**src/rtl/mem_arbiter_if.sv**
```systemverilog
// Bus bundle for mem_arbiter: two requester ports, the shared memory port
// and the arbiter status outputs.
// slave  : arbiter view (takes requests, drives the memory port).
// master : environment view (requesters plus memory model).
interface mem_arbiter_if;
  logic        r0_cen;
  logic        r0_wen;
  logic [31:0] r0_addr;
  logic [7:0]  r0_wdata;
  logic        r0_lock;
  logic        r0_ack;
  logic [7:0]  r0_rdata;

  logic        r1_cen;
  logic        r1_wen;
  logic [31:0] r1_addr;
  logic [7:0]  r1_wdata;
  logic        r1_lock;
  logic        r1_ack;
  logic [7:0]  r1_rdata;

  logic        mem_cen;
  logic        mem_wen;
  logic [31:0] mem_addr;
  logic [7:0]  mem_wdata;
  logic        mem_ack;
  logic [7:0]  mem_rdata;

  logic        busy;
  logic [1:0]  grant;

  modport slave (
    input  r0_cen, r0_wen, r0_addr, r0_wdata, r0_lock,
    input  r1_cen, r1_wen, r1_addr, r1_wdata, r1_lock,
    output r0_ack, r0_rdata, r1_ack, r1_rdata,
    output mem_cen, mem_wen, mem_addr, mem_wdata,
    input  mem_ack, mem_rdata,
    output busy, grant
  );

  modport master (
    output r0_cen, r0_wen, r0_addr, r0_wdata, r0_lock,
    output r1_cen, r1_wen, r1_addr, r1_wdata, r1_lock,
    input  r0_ack, r0_rdata, r1_ack, r1_rdata,
    input  mem_cen, mem_wen, mem_addr, mem_wdata,
    output mem_ack, mem_rdata,
    input  busy, grant
  );
endinterface

```
**src/rtl/mem_arbiter.sv**
```systemverilog
// mem_arbiter: two-requester round-robin arbiter in front of a single
// memory port, one access in flight (IDLE -> BUSY -> RESP).
// Optional burst lock is compiled in with `define MEM_ARB_LOCK_EN: a locked
// owner keeps the port for up to LOCK_MAX consecutive grants.
// Reset (aresetn) is synchronous, active-low.
module mem_arbiter #(
  parameter int LOCK_MAX = 16
) (
  input logic          clk,
  input logic          aresetn,
  mem_arbiter_if.slave bus
);

  typedef enum logic [1:0] {
    IDLE = 2'd0,
    BUSY = 2'd1,
    RESP = 2'd2
  } state_t;

  state_t      state_reg, state_next;
  logic        owner_reg, owner_next;
  logic        last_reg, last_next;
  logic [1:0]  grant_reg, grant_next;
  logic        wen_reg, wen_next;
  logic [31:0] addr_reg, addr_next;
  logic [7:0]  wdata_reg, wdata_next;

  // Requester fields gathered into vectors so selection is a plain index.
  logic [1:0]  cen_vec;
  logic [1:0]  wen_vec;
  logic [1:0]  lock_vec;
  logic [31:0] addr_vec [2];
  logic [7:0]  wdata_vec [2];
  logic [1:0]  ack_vec;

  logic [1:0]  eligible;
  logic        pick;
  logic        hold_eff;

  assign cen_vec      = {bus.r1_cen, bus.r0_cen};
  assign wen_vec      = {bus.r1_wen, bus.r0_wen};
  assign lock_vec     = {bus.r1_lock, bus.r0_lock};
  assign addr_vec[0]  = bus.r0_addr;
  assign addr_vec[1]  = bus.r1_addr;
  assign wdata_vec[0] = bus.r0_wdata;
  assign wdata_vec[1] = bus.r1_wdata;

`ifdef MEM_ARB_LOCK_EN
  localparam logic [7:0] LOCK_LIMIT = 8'(LOCK_MAX);

  // hold_reg: previous owner asked to keep the port; lock_cnt_reg counts its
  // consecutive grants. The hold is void as soon as the owner drops its lock.
  logic       hold_reg, hold_next;
  logic [7:0] lock_cnt_reg, lock_cnt_next;

  assign hold_eff = hold_reg & lock_vec[owner_reg];
`else
  logic unused_lock;

  assign hold_eff    = 1'b0;
  assign unused_lock = ^lock_vec;
`endif

  // Next-state, arbitration and captured-request logic.
  always_comb begin
    state_next = state_reg;
    owner_next = owner_reg;
    last_next  = last_reg;
    grant_next = grant_reg;
    wen_next   = wen_reg;
    addr_next  = addr_reg;
    wdata_next = wdata_reg;
`ifdef MEM_ARB_LOCK_EN
    hold_next     = hold_reg;
    lock_cnt_next = lock_cnt_reg;
`endif
    // During a lock hold only the current owner (still in grant_reg) competes.
    eligible = hold_eff ? (cen_vec & grant_reg) : cen_vec;
    // Contention goes to the requester that was not granted last.
    pick     = (eligible == 2'b11) ? ~last_reg : eligible[1];

    case (state_reg)
      IDLE: begin
        if (eligible != 2'b00) begin
          state_next = BUSY;
          owner_next = pick;
          wen_next   = wen_vec[pick];
          addr_next  = addr_vec[pick];
          wdata_next = wdata_vec[pick];
          grant_next = pick ? 2'b10 : 2'b01;
`ifdef MEM_ARB_LOCK_EN
          hold_next = 1'b0;
          if (!lock_vec[pick])
            lock_cnt_next = 8'd0;
          else if (hold_eff)
            lock_cnt_next = lock_cnt_reg + 8'd1;
          else
            lock_cnt_next = 8'd1;
`endif
        end else begin
          grant_next = hold_eff ? grant_reg : 2'b00;
`ifdef MEM_ARB_LOCK_EN
          if (!hold_eff) begin
            hold_next     = 1'b0;
            lock_cnt_next = 8'd0;
          end
`endif
        end
      end
      BUSY: begin
        if (bus.mem_ack)
          state_next = RESP;
      end
      RESP: begin
        state_next = IDLE;
        last_next  = owner_reg;
        grant_next = 2'b00;
`ifdef MEM_ARB_LOCK_EN
        if (lock_vec[owner_reg] && (lock_cnt_reg < LOCK_LIMIT)) begin
          hold_next  = 1'b1;
          grant_next = grant_reg;
        end else begin
          hold_next     = 1'b0;
          lock_cnt_next = 8'd0;
        end
`endif
      end
      default: state_next = IDLE;
    endcase
  end

  // State and captured-request registers.
  always_ff @(posedge clk) begin
    if (!aresetn) begin
      state_reg <= IDLE;
      owner_reg <= 1'b0;
      last_reg  <= 1'b1;
      grant_reg <= 2'b00;
      wen_reg   <= 1'b0;
      addr_reg  <= 32'd0;
      wdata_reg <= 8'd0;
    end else begin
      state_reg <= state_next;
      owner_reg <= owner_next;
      last_reg  <= last_next;
      grant_reg <= grant_next;
      wen_reg   <= wen_next;
      addr_reg  <= addr_next;
      wdata_reg <= wdata_next;
    end
  end

`ifdef MEM_ARB_LOCK_EN
  // Lock hold flag and consecutive-grant counter.
  always_ff @(posedge clk) begin
    if (!aresetn) begin
      hold_reg     <= 1'b0;
      lock_cnt_reg <= 8'd0;
    end else begin
      hold_reg     <= hold_next;
      lock_cnt_reg <= lock_cnt_next;
    end
  end
`endif

  // Per-requester read-data holding register and ack decode; a requester's
  // data only changes when it owns the completing access.
  for (genvar gi = 0; gi < 2; gi++) begin : g_req
    logic [7:0] rdata_reg;

    // Capture memory read data on mem_ack for the owning requester.
    always_ff @(posedge clk) begin
      if (!aresetn)
        rdata_reg <= 8'd0;
      else if ((state_reg == BUSY) && bus.mem_ack && (owner_reg == 1'(gi)))
        rdata_reg <= bus.mem_rdata;
    end

    assign ack_vec[gi] = (state_reg == RESP) && (owner_reg == 1'(gi));
  end

  assign bus.r0_ack    = ack_vec[0];
  assign bus.r1_ack    = ack_vec[1];
  assign bus.r0_rdata  = g_req[0].rdata_reg;
  assign bus.r1_rdata  = g_req[1].rdata_reg;

  assign bus.mem_cen   = (state_reg == BUSY);
  assign bus.mem_wen   = (state_reg == BUSY) & wen_reg;
  assign bus.mem_addr  = addr_reg;
  assign bus.mem_wdata = wdata_reg;

  assign bus.busy      = (state_reg != IDLE);
  assign bus.grant     = grant_reg;

endmodule

```
**src/flat_wrapper.sv**
```systemverilog
// flat-port wrapper written by rule: the top's interface ports become plain ports
module mem_arbiter_flat 
#(
  parameter int LOCK_MAX = 16
)
  (clk, aresetn, bus_r0_cen, bus_r0_wen, bus_r0_addr, bus_r0_wdata, bus_r0_lock, bus_r1_cen, bus_r1_wen, bus_r1_addr, bus_r1_wdata, bus_r1_lock, bus_r0_ack, bus_r0_rdata, bus_r1_ack, bus_r1_rdata, bus_mem_cen, bus_mem_wen, bus_mem_addr, bus_mem_wdata, bus_mem_ack, bus_mem_rdata, bus_busy, bus_grant);
  mem_arbiter_if bus_i ();
  input logic clk;
  input logic aresetn;
  input wire logic [$bits(bus_i.r0_cen)-1:0] bus_r0_cen;
  input wire logic [$bits(bus_i.r0_wen)-1:0] bus_r0_wen;
  input wire logic [$bits(bus_i.r0_addr)-1:0] bus_r0_addr;
  input wire logic [$bits(bus_i.r0_wdata)-1:0] bus_r0_wdata;
  input wire logic [$bits(bus_i.r0_lock)-1:0] bus_r0_lock;
  input wire logic [$bits(bus_i.r1_cen)-1:0] bus_r1_cen;
  input wire logic [$bits(bus_i.r1_wen)-1:0] bus_r1_wen;
  input wire logic [$bits(bus_i.r1_addr)-1:0] bus_r1_addr;
  input wire logic [$bits(bus_i.r1_wdata)-1:0] bus_r1_wdata;
  input wire logic [$bits(bus_i.r1_lock)-1:0] bus_r1_lock;
  output wire logic [$bits(bus_i.r0_ack)-1:0] bus_r0_ack;
  output wire logic [$bits(bus_i.r0_rdata)-1:0] bus_r0_rdata;
  output wire logic [$bits(bus_i.r1_ack)-1:0] bus_r1_ack;
  output wire logic [$bits(bus_i.r1_rdata)-1:0] bus_r1_rdata;
  output wire logic [$bits(bus_i.mem_cen)-1:0] bus_mem_cen;
  output wire logic [$bits(bus_i.mem_wen)-1:0] bus_mem_wen;
  output wire logic [$bits(bus_i.mem_addr)-1:0] bus_mem_addr;
  output wire logic [$bits(bus_i.mem_wdata)-1:0] bus_mem_wdata;
  input wire logic [$bits(bus_i.mem_ack)-1:0] bus_mem_ack;
  input wire logic [$bits(bus_i.mem_rdata)-1:0] bus_mem_rdata;
  output wire logic [$bits(bus_i.busy)-1:0] bus_busy;
  output wire logic [$bits(bus_i.grant)-1:0] bus_grant;
  assign bus_i.r0_cen = bus_r0_cen;
  assign bus_i.r0_wen = bus_r0_wen;
  assign bus_i.r0_addr = bus_r0_addr;
  assign bus_i.r0_wdata = bus_r0_wdata;
  assign bus_i.r0_lock = bus_r0_lock;
  assign bus_i.r1_cen = bus_r1_cen;
  assign bus_i.r1_wen = bus_r1_wen;
  assign bus_i.r1_addr = bus_r1_addr;
  assign bus_i.r1_wdata = bus_r1_wdata;
  assign bus_i.r1_lock = bus_r1_lock;
  assign bus_r0_ack = bus_i.r0_ack;
  assign bus_r0_rdata = bus_i.r0_rdata;
  assign bus_r1_ack = bus_i.r1_ack;
  assign bus_r1_rdata = bus_i.r1_rdata;
  assign bus_mem_cen = bus_i.mem_cen;
  assign bus_mem_wen = bus_i.mem_wen;
  assign bus_mem_addr = bus_i.mem_addr;
  assign bus_mem_wdata = bus_i.mem_wdata;
  assign bus_i.mem_ack = bus_mem_ack;
  assign bus_i.mem_rdata = bus_mem_rdata;
  assign bus_busy = bus_i.busy;
  assign bus_grant = bus_i.grant;
  mem_arbiter #(.LOCK_MAX(LOCK_MAX)) u_core (.clk(clk), .aresetn(aresetn), .bus(bus_i));
endmodule
```
**config.mk**
```make
export PLATFORM = sky130hd
export DESIGN_NAME = mem_arbiter_flat
export DESIGN_NICKNAME = d
export VERILOG_FILES = /design/src/rtl/mem_arbiter_if.sv /design/src/rtl/mem_arbiter.sv /design/src/flat_wrapper.sv
export SDC_FILE = /design/constraint.sdc
export NUM_CORES = 1
export LEC_CHECK = 0
export ABC_AREA = 0
export CORE_MARGIN = 4
export CORE_UTILIZATION = 34
export DETAILED_ROUTE_END_ITERATION = 10
export GPL_TIMING_DRIVEN = 0
export PLACE_DENSITY = 0.76
export RECOVER_POWER = 50
export SYNTH_ARGS = -nofsm -noshare
export SYNTH_HDL_FRONTEND = slang
export SYNTH_SLANG_ARGS = --single-unit
```
**constraint.sdc**
```tcl
create_clock -name clk -period 1.04 [get_ports clk]
set_input_delay 0.26 -clock clk [delete_from_list [all_inputs] [get_ports clk]]
set_output_delay 0.26 -clock clk [all_outputs]
set_load 0.01 [all_outputs]
```
==> metrics <==
crit path from u_core.state_reg[0]$_SDFFE_PN0P_; main flop type after synthesis dfxtp_1; detail-routed via count per cell 5.21; Antenna Cells 0; category of the worst setup path capture point output pin; number of nets with antenna violations after routing 0; root buffer cell clkbuf_8; max_slew headroom 48.7%; maximum frequency from static timing analysis 0.702 GHz; run status complete, but fails checks; DRC violation count after routing 0; count of maximum capacitance violations 0; core utilization of the finished layout 77.8%; GRT Overall Usage 22.5%; maximum ir drop on the vdd rail 0.000638 V; count of different cell masters after synthesis 28; vias after detailed routing 3410; fin worst setup slack -0.384 ns; RSZ-0062 raised after global routing true; number of iterations in the first detailed-routing pass 4; minimum setup slack after placement -0.760 ns; TritonCTS Sinks 63; drt wl/cell 18.7 um; number of synthesized register bits 63; Arr. time, crit path 1.16 ns; count of buffers inserted at the top-level ports 156; hold crit path type in -> reg; post-synthesis instance total 326; Hold Violations, Final 0; number of global-route vias before repair 3401; drt initial violations 123; hold_sp aresetn; initial antenna violation count 0; RD Place Congestion 0.803; Worst Path Class, Setup reg -> out; Nets 644; total standard cell area after synthesis 0.00274 sq mm; maximum number of buffers from clock root to sink 2; Cell Count Post-Placement 584; Net Count, Synth 423; Initial Util 35.3%; final wirelength 12300 um; number of buffers inserted during clock tree synthesis 9; top-area cell type share of the netlist area 46.0%; sort of element at the start of the critical path flip-flop; number of flip-flops under the largest register name 32; core outline area 0.00777 sq mm; H-tree level count 3; total number of yosys warnings 0; count of non-filler cells in the finished layout 654; Worst Path Required 0.78 ns; library cell with the largest summed area after synthesis dfxtp_1; global-route wire length before repair 17400 um; sequential element share of the synthesized area 46.0%; pin count of the biggest net entering global routing 13; failing checks negative setup slack; Final min period 1.42 ns; leakage power figure 2.45 nW; average cell area after synthesis 8.41 sq um; HPWL after detailed placement 7020 um; area enclosed by the die boundary 0.00957 sq mm; launching point of the worst reg2reg path u_core.last_reg$_SDFFE_PN1N_; share of layout cells above drive strength 1 55.6%; # setup viols final 118; slew at the pin closest to its max-slew limit 0.769 ns; clock insertion delay at the later pin of the skew report 0.35 ns; register clock-pin slew on the reported worst setup and hold paths 0.09 ns; Async S/R FF share, synth 0%; floorplan row count 32; Die X 97.8 um; floorplan die height 97.8 um; remaining global-route overflow 0; Cell Pwr Density 1300 mW/mm^2; top fanout value on the critical path 6; Area contributors post-synth dfxtp_1 46%, nand2_1 12%, a311oi_1 12%; Filler cells 510; synthesis-to-finish area growth 120%; largest clock skew in the final design 0.0124 ns; Tcrit/Tclk final 137%; EDFF count, synth 0; max-slew violations 0; num ports 160; CTS tree built
## worst paths after layout
kind | endpoint | cells past startpoint | slack, ns
min | u_core.bus.r0_rdata[1]$_SDFFE_PN0P_ | 3 | 0.30
min reg2reg | u_core.bus.r0_rdata[4]$_SDFFE_PN0P_ | 2 | 0.47
max reg2reg | u_core.bus.mem_addr[26]$_SDFFE_PN0P_ | 6 | -0.38
max | bus_mem_wen | 3 | -0.38
## final cells by class
| class | count | area [sq um] | share of cell area [%] |
|---|---|---|---|
| buffer | 30 | 335 | 5.55 |
| clock buffer | 10 | 149 | 2.46 |
| clock inverter | 6 | 67.6 | 1.12 |
| inverter | 3 | 13.8 | 0.228 |
| multi-input combinational | 228 | 1640 | 27.2 |
| sequential | 63 | 1350 | 22.3 |
| tap | 102 | 128 | 2.11 |
| timing repair buffer | 212 | 2360 | 39.1 |
## power by group
part           internal, mW  switching (mW)
Combinational          1.57            1.08
Clock                  1.26            1.09
Sequential             2.67           0.173
Total                  5.50            2.35
## metrics by stage
| stage | cell area, sq um | power (mW) | hold slack (ns) | TNS, ns |
|---|---|---|---|---|
| final | 6040 | 7.86 | 0.301 | -15.34 |
| after global routing | 6040 | 8.14 | 0.330 | -18.93 |
| after global placement | 4490 | 4.55 | 0.446 | -43.29 |
| after CTS | 5630 | 7.60 | 0.257 | -14.70 |
| after floorplan | 2800 | 3.59 | 0.405 | -2.38 |
| after detailed placement | 4490 | 4.58 | 0.456 | -45.55 |
## critical path, stage by stage (launching register included)
cell	delay, ns
dfxtp_4	0.39
nor2b_4	0.18
and2_4	0.15
buf_6	0.09
## logic make-up (layout without fill, tap and decap cells)
group,after synthesis,after routing,share of synthesized area (%)
buffers and inverters,35,261,8.30
AO/OA/AOI/OAI,106,106,26.7
AND/OR/NAND/NOR,122,122,19.0
flip-flops,63,63,46.0
## synthesized netlist by cell type, types with 2 or more instances
| library cell | count |
|---|---|
| nor2b_1 | 2 |
| nand2_1 | 91 |
| a311oi_1 | 38 |
| nor2_1 | 4 |
| clkbuf_1 | 6 |
| buf_6 | 10 |
| nor2_4 | 2 |
| a21oi_1 | 43 |
| inv_2 | 2 |
| nand3_1 | 17 |
| o21ai_0 | 17 |
| a311oi_2 | 3 |
| dfxtp_1 | 63 |
| buf_2 | 14 |
## layout by cell type (no fill, tap or decap), types with 5 or more instances in the layout
cell / count
nand3_1: 6
buf_12: 8
nand3_2: 9
nand2_1: 72
o21ai_1: 6
clkbuf_1: 5
a311oi_2: 27
buf_6: 87
buf_4: 23
a21oi_2: 7
a311oi_1: 14
buf_8: 13
clkbuf_16: 5
nand2_2: 16
o21ai_2: 10
dfxtp_2: 59
clkbuf_8: 10
clkdlybuf4s50_1: 91
a21oi_1: 36
## metal layers
layer  wire (um)  vias up  global-route usage, %  part of all wire [%]
met2        6220      152                   39.9                    51
met1        5010     1617                   26.7                    41
li1            -     1616                      -                     -
met5           0        -                      0                     0
met3         815       25                   6.43                   6.6
met4         218        0                   5.54                   1.8
## repair_timing
item                                    4_1_cts  5_1_grt
endpoints found under the hold margin         0        0
resized for setup                           470       68
gates cloned                                 13        5
pin swaps                                    47       30
hold buffers                                  0        0
endpoints found under the setup margin      124      125
buffers inserted                             26       19
No activity file was read; power rests on OpenSTA's default activity.
==> patch 1: new RTL, same settings <==
Re-encode `state_t` (3 states) as one-hot, 3 bits wide.
--- a/src/rtl/mem_arbiter.sv
+++ b/src/rtl/mem_arbiter.sv
@@ -12,8 +12,8 @@
 );
 
-  typedef enum logic [1:0] {
-    IDLE = 2'd0,
-    BUSY = 2'd1,
-    RESP = 2'd2
+  typedef enum logic [2:0] {
+    IDLE = 3'b001,
+    BUSY = 3'b010,
+    RESP = 3'b100
   } state_t;
 
Formal check against the unedited RTL: no difference found for any inputs over 10 cycles, from zero or initial values and one cycle with aresetn low; not proved beyond that.
==> patch 1 against the original RTL <==
The flow still finishes with violations (negative setup slack). Cell count shrank 4.3%. Routed wire length shrank 18%. Final area shrank 13%. Maximum frequency shrank 17%. Largest power group unchanged. Largest cell class unchanged. Synthesized area grew 0.41%. Sequential cell count grew 1. Clock skew shrank 0.00062 ns. Total power shrank 5.9%. Setup slack lost 0.29 ns.
==> patch 1: results (changes against the original RTL) <==
Global route
  • Tot GR Track Use: 19.52% (was 22.47%)
  • M3 GR Usage: 5.071% (was 6.429%)
  • First-pass GRT wire length: 15,170 um (was 17,370 um)
  • Global-route track usage on met1: 23.04% (was 26.72%)

Route
  • DRT iter0 DRCs: 259 (was 123)
  • Vias per Instance: 4.906 (was 5.214)
  • 1st-pass router iterations: 6 (was 4)
  • Met3 wire length: 818 um (was 815 um)

Power
  • Clock network power consumption: 2.14 mW (was 2.35 mW)
  • Seq power: 3.04 mW (was 2.85 mW)
  • Worst vdd ir: 0.0007914 V (was 0.0006376 V)

Finish
  • Reg area: 1365 um2 (was 1346 um2)
  • Final Instance Count excl. Fillers: 626 (was 654)
  • Seq_cells: 64 (was 63)
  • Clock-cell share: 3.755% (was 3.582%)

Critical path
  • CP Max Fanout: 3 (was 6)
  • Reg-to-reg startpoint: u_core.state_reg[0]$_SDFFE_PN1P_ (was u_core.last_reg$_SDFFE_PN1N_)

Place
  • DP Cell Count: 585 (was 584)
  • GP Congestion: 0.7742 (was 0.8027)
  • Hpwl dp: 6806 um (was 7021 um)
  • Port Buffer Count: 157 (was 156)

STA
  • Setup Skew: 0.01183 ns (was 0.01244 ns)
  • Setup WS post-layout: -0.6707 ns (was -0.3841 ns)
  • Worst rel slew slack: 68.28% (was 48.72%)
  • Final setup fails: 74 (was 118)

Yosys
  • Synth cell types: 29 (was 28)
  • Mean post-synth cell area: 8.448 um2 (was 8.413 um2)
  • Multiplexer area fraction after synthesis: 5.816% (was 0%)
  • Post-synthesis compound-gate area fraction: 16.81% (was 26.69%)

Hold path
  • Hold_sp: bus_r0_cen (was aresetn)

Run status
  • Failing checks: negative setup slack (unchanged)
  • Run status: complete, but fails checks (unchanged)
## patch 1: changes by cell type in the layout (fill, tap and decap cells not counted), sizes merged, moves of 2 or more
cell,before,now
a222oi,0,40
mux2i,0,16
nand3,17,0
buf,138,100
and3,1,3
a311oi,41,0
a21oi,43,1
nand2,91,69
o21ai,17,3
inv,3,84
nor3b,0,2
## patch 1: kinds of logic after synthesis
group,after synthesis
buffers and inverters,108
AND/OR/NAND/NOR,88
flip-flops,64
AO/OA/AOI/OAI,49
multiplexers,16
XOR/XNOR,1
## patch 1: tightest hold or removal path: stages
cell            delay, ns
dlymetal6s2s_1       0.18
nand4_1              0.12
o21ai_1              0.07
## patch 1: repair_timing
item | in CTS | in global routing
hold endpoints to repair | 0 | 0
setup endpoints to repair | 127 | 127
gates resized for setup | 424 | 14
cloned | 3 | 1
pin swaps | 11 | 10
setup buffers | 16 | 13
==> patch 2: new RTL, same settings <==
Without the edit above. Add a define of `MEM_ARB_LOCK_EN`.
--- a/src/rtl/mem_arbiter.sv
+++ b/src/rtl/mem_arbiter.sv
@@ -4,4 +4,6 @@
 // owner keeps the port for up to LOCK_MAX consecutive grants.
 // Reset (aresetn) is synchronous, active-low.
+`define MEM_ARB_LOCK_EN
+
 module mem_arbiter #(
   parameter int LOCK_MAX = 16
Formal check against the unedited RTL: not equivalent (a bounded check fails within 4 cycles, from zero or initial values and one cycle with aresetn low).
==> patch 2 against the original RTL <==
The flow still finishes with violations (negative setup slack). Total power increased by 5.7%. Setup slack got worse by 0.52 ns. Register-to-register slack got worse by 0.51 ns. Synthesized area increased by 19%. Sequential power increased by 15%. Sequential cell count increased by 9. Routed wire length decreased by 1.6%. Maximum frequency decreased by 27%. Final area increased by 4.2%. Highest routed layer unchanged.
==> patch 2: results (changes against the original RTL) <==
Yosys
  • Post-synthesis sequential area ratio: 44.32% (was 45.99%)
  • Cell types occupying the most area after synthesis: dfxtp_1 (44%), mux2i_1 (13%), a211oi_1 (8.5%) (was dfxtp_1 (46%), nand2_1 (12%), a311oi_1 (12%))
  • Count leader, synth: dfxtp_1 (was nand2_1)
  • Synth top cells by count: dfxtp_1 (72), nor2_1 (51), nand2_1 (45), mux2i_1 (41), a211oi_1 (37) (was nand2_1 (91), dfxtp_1 (63), a21oi_1 (43), a311oi_1 (38))

Global route
  • M2 GR Usage: 33.97% (was 39.91%)
  • Largest net degree at the start of global routing: 14 (was 13)
  • Tot GR Track Use: 18.86% (was 22.47%)
  • First-pass GRT wire length: 16,880 um (was 17,370 um)
  • Number of global-route vias before repair: 3,460 (was 3,401)
  • Global-route track usage on met1: 20.14% (was 26.72%)

Critical path
  • Max stage delay on crit path: 0.56 ns (was 0.39 ns)
  • Worst Reg-to-Reg Cells: 8 (was 6)
  • Reg-to-reg startpoint: u_core.owner_reg$_SDFFE_PN0P_ (was u_core.last_reg$_SDFFE_PN1N_)
  • Setup slack, reg-to-reg: -0.89 ns (was -0.38 ns)
  • R2r endpoint: u_core.bus.mem_wdata[7]$_SDFFE_PN0P_ (was u_core.bus.mem_addr[26]$_SDFFE_PN0P_)
  • Crit-path slowest cell: clkdlybuf4s50_1 (was dfxtp_4)

Route
  • M1 WL: 4528 um (was 5005 um)
  • Met3 wire length: 772 um (was 815 um)
  • Vias per Instance: 4.972 (was 5.214)
  • DRT iter0 DRCs: 117 (was 123)
  • WL met2: 6537 um (was 6218 um)

Power
  • Comb pwr share: 35.3% (was 33.8%)
  • Worst vdd ir: 0.0007534 V (was 0.0006376 V)
  • Leak: 2.453 nW (was 2.449 nW)

Place
  • Hpwl dp: 7784 um (was 7021 um)
  • GP Congestion: 0.8220 (was 0.8027)
  • Dpl ws: -1.400 ns (was -0.7604 ns)

Hold path
  • Min-Delay Path Class: register to register (was primary input to register)
  • Worst min-delay path endpoint: u_core.bus.r0_rdata[4]$_SDFFE_PN0P_ (was u_core.bus.r0_rdata[1]$_SDFFE_PN0P_)

Run status
  • Failing checks: negative setup slack (unchanged)
  • Run status: complete, but fails checks (unchanged)

STA
  • Total Neg Setup Slack: -54.86 ns (was -15.34 ns)
  • Setup Skew: 0.007639 ns (was 0.01244 ns)
  • Final setup fails: 135 (was 118)
  • Setup WS post-layout: -0.9083 ns (was -0.3841 ns)

Finish
  • FILL cells: 747 (was 510)
==> patch 2: cell types whose count changed in the layout (fill, tap and decap cells not counted), moves of 9 or more <==
cell | before | now
buf_6 | 87 | 78
buf_8 | 13 | 2
a311oi_2 | 27 | 0
mux2i_1 | 0 | 26
a211oi_2 | 0 | 14
a211oi_1 | 0 | 28
nand2_1 | 72 | 23
a311oi_1 | 14 | 0
a21oi_1 | 36 | 12
dfxtp_1 | 1 | 11
nor2_1 | 2 | 48
==> patch 2: cell families (layout without fill, tap and decap cells) <==
group	count (synthesis)	count (layout)	synth area share (%)
compound gates	89	89	20.43
buf+inv	32	251	6.195
mux	42	42	13.04
fa+ha+maj	1	1	0.3847
simple gates	121	121	15.62
flops	72	72	44.32
==> patch 2: timing repair <==
action,4_1_cts,5_1_grt
gates resized for setup,445,71
cloned,2,4
buffers inserted,21,23
pin swaps,26,28
endpoints found under the setup margin,135,135
==> patch 2: stage by stage <==
step | instance area [um2] | util [%] | hold slack (ns) | power, mW | std cells
floorplan | 3301 | - | 0.3881 | 4.273 | 357
global placement | 5054 | 54.43 | 0.4435 | 5.368 | 645
detailed placement | 5054 | 54.43 | 0.4480 | 5.413 | 645
CTS | 5808 | 62.56 | 0.4637 | 7.989 | 682
global route | 6300 | 67.86 | 0.4787 | 8.677 | 705
finish | 6300 | 67.86 | 0.4700 | 8.306 | 705
==> patch 2: layout make-up <==
cell class,instances,area share [%]
clock inverters,6,0.6753
flip-flops and latches,72,24.29
clock buffers,10,2.185
multi-input cells,253,32.06
repair buffers,206,34.20
inverters,6,0.4767
well taps,129,2.562
plain buffers,23,3.555
==> patch 2: tightest hold or removal path, stage by stage (launching register included) <==
cell and delay (ns):
dfxtp_2 0.33, nand2_1 0.06, a21oi_1 0.05
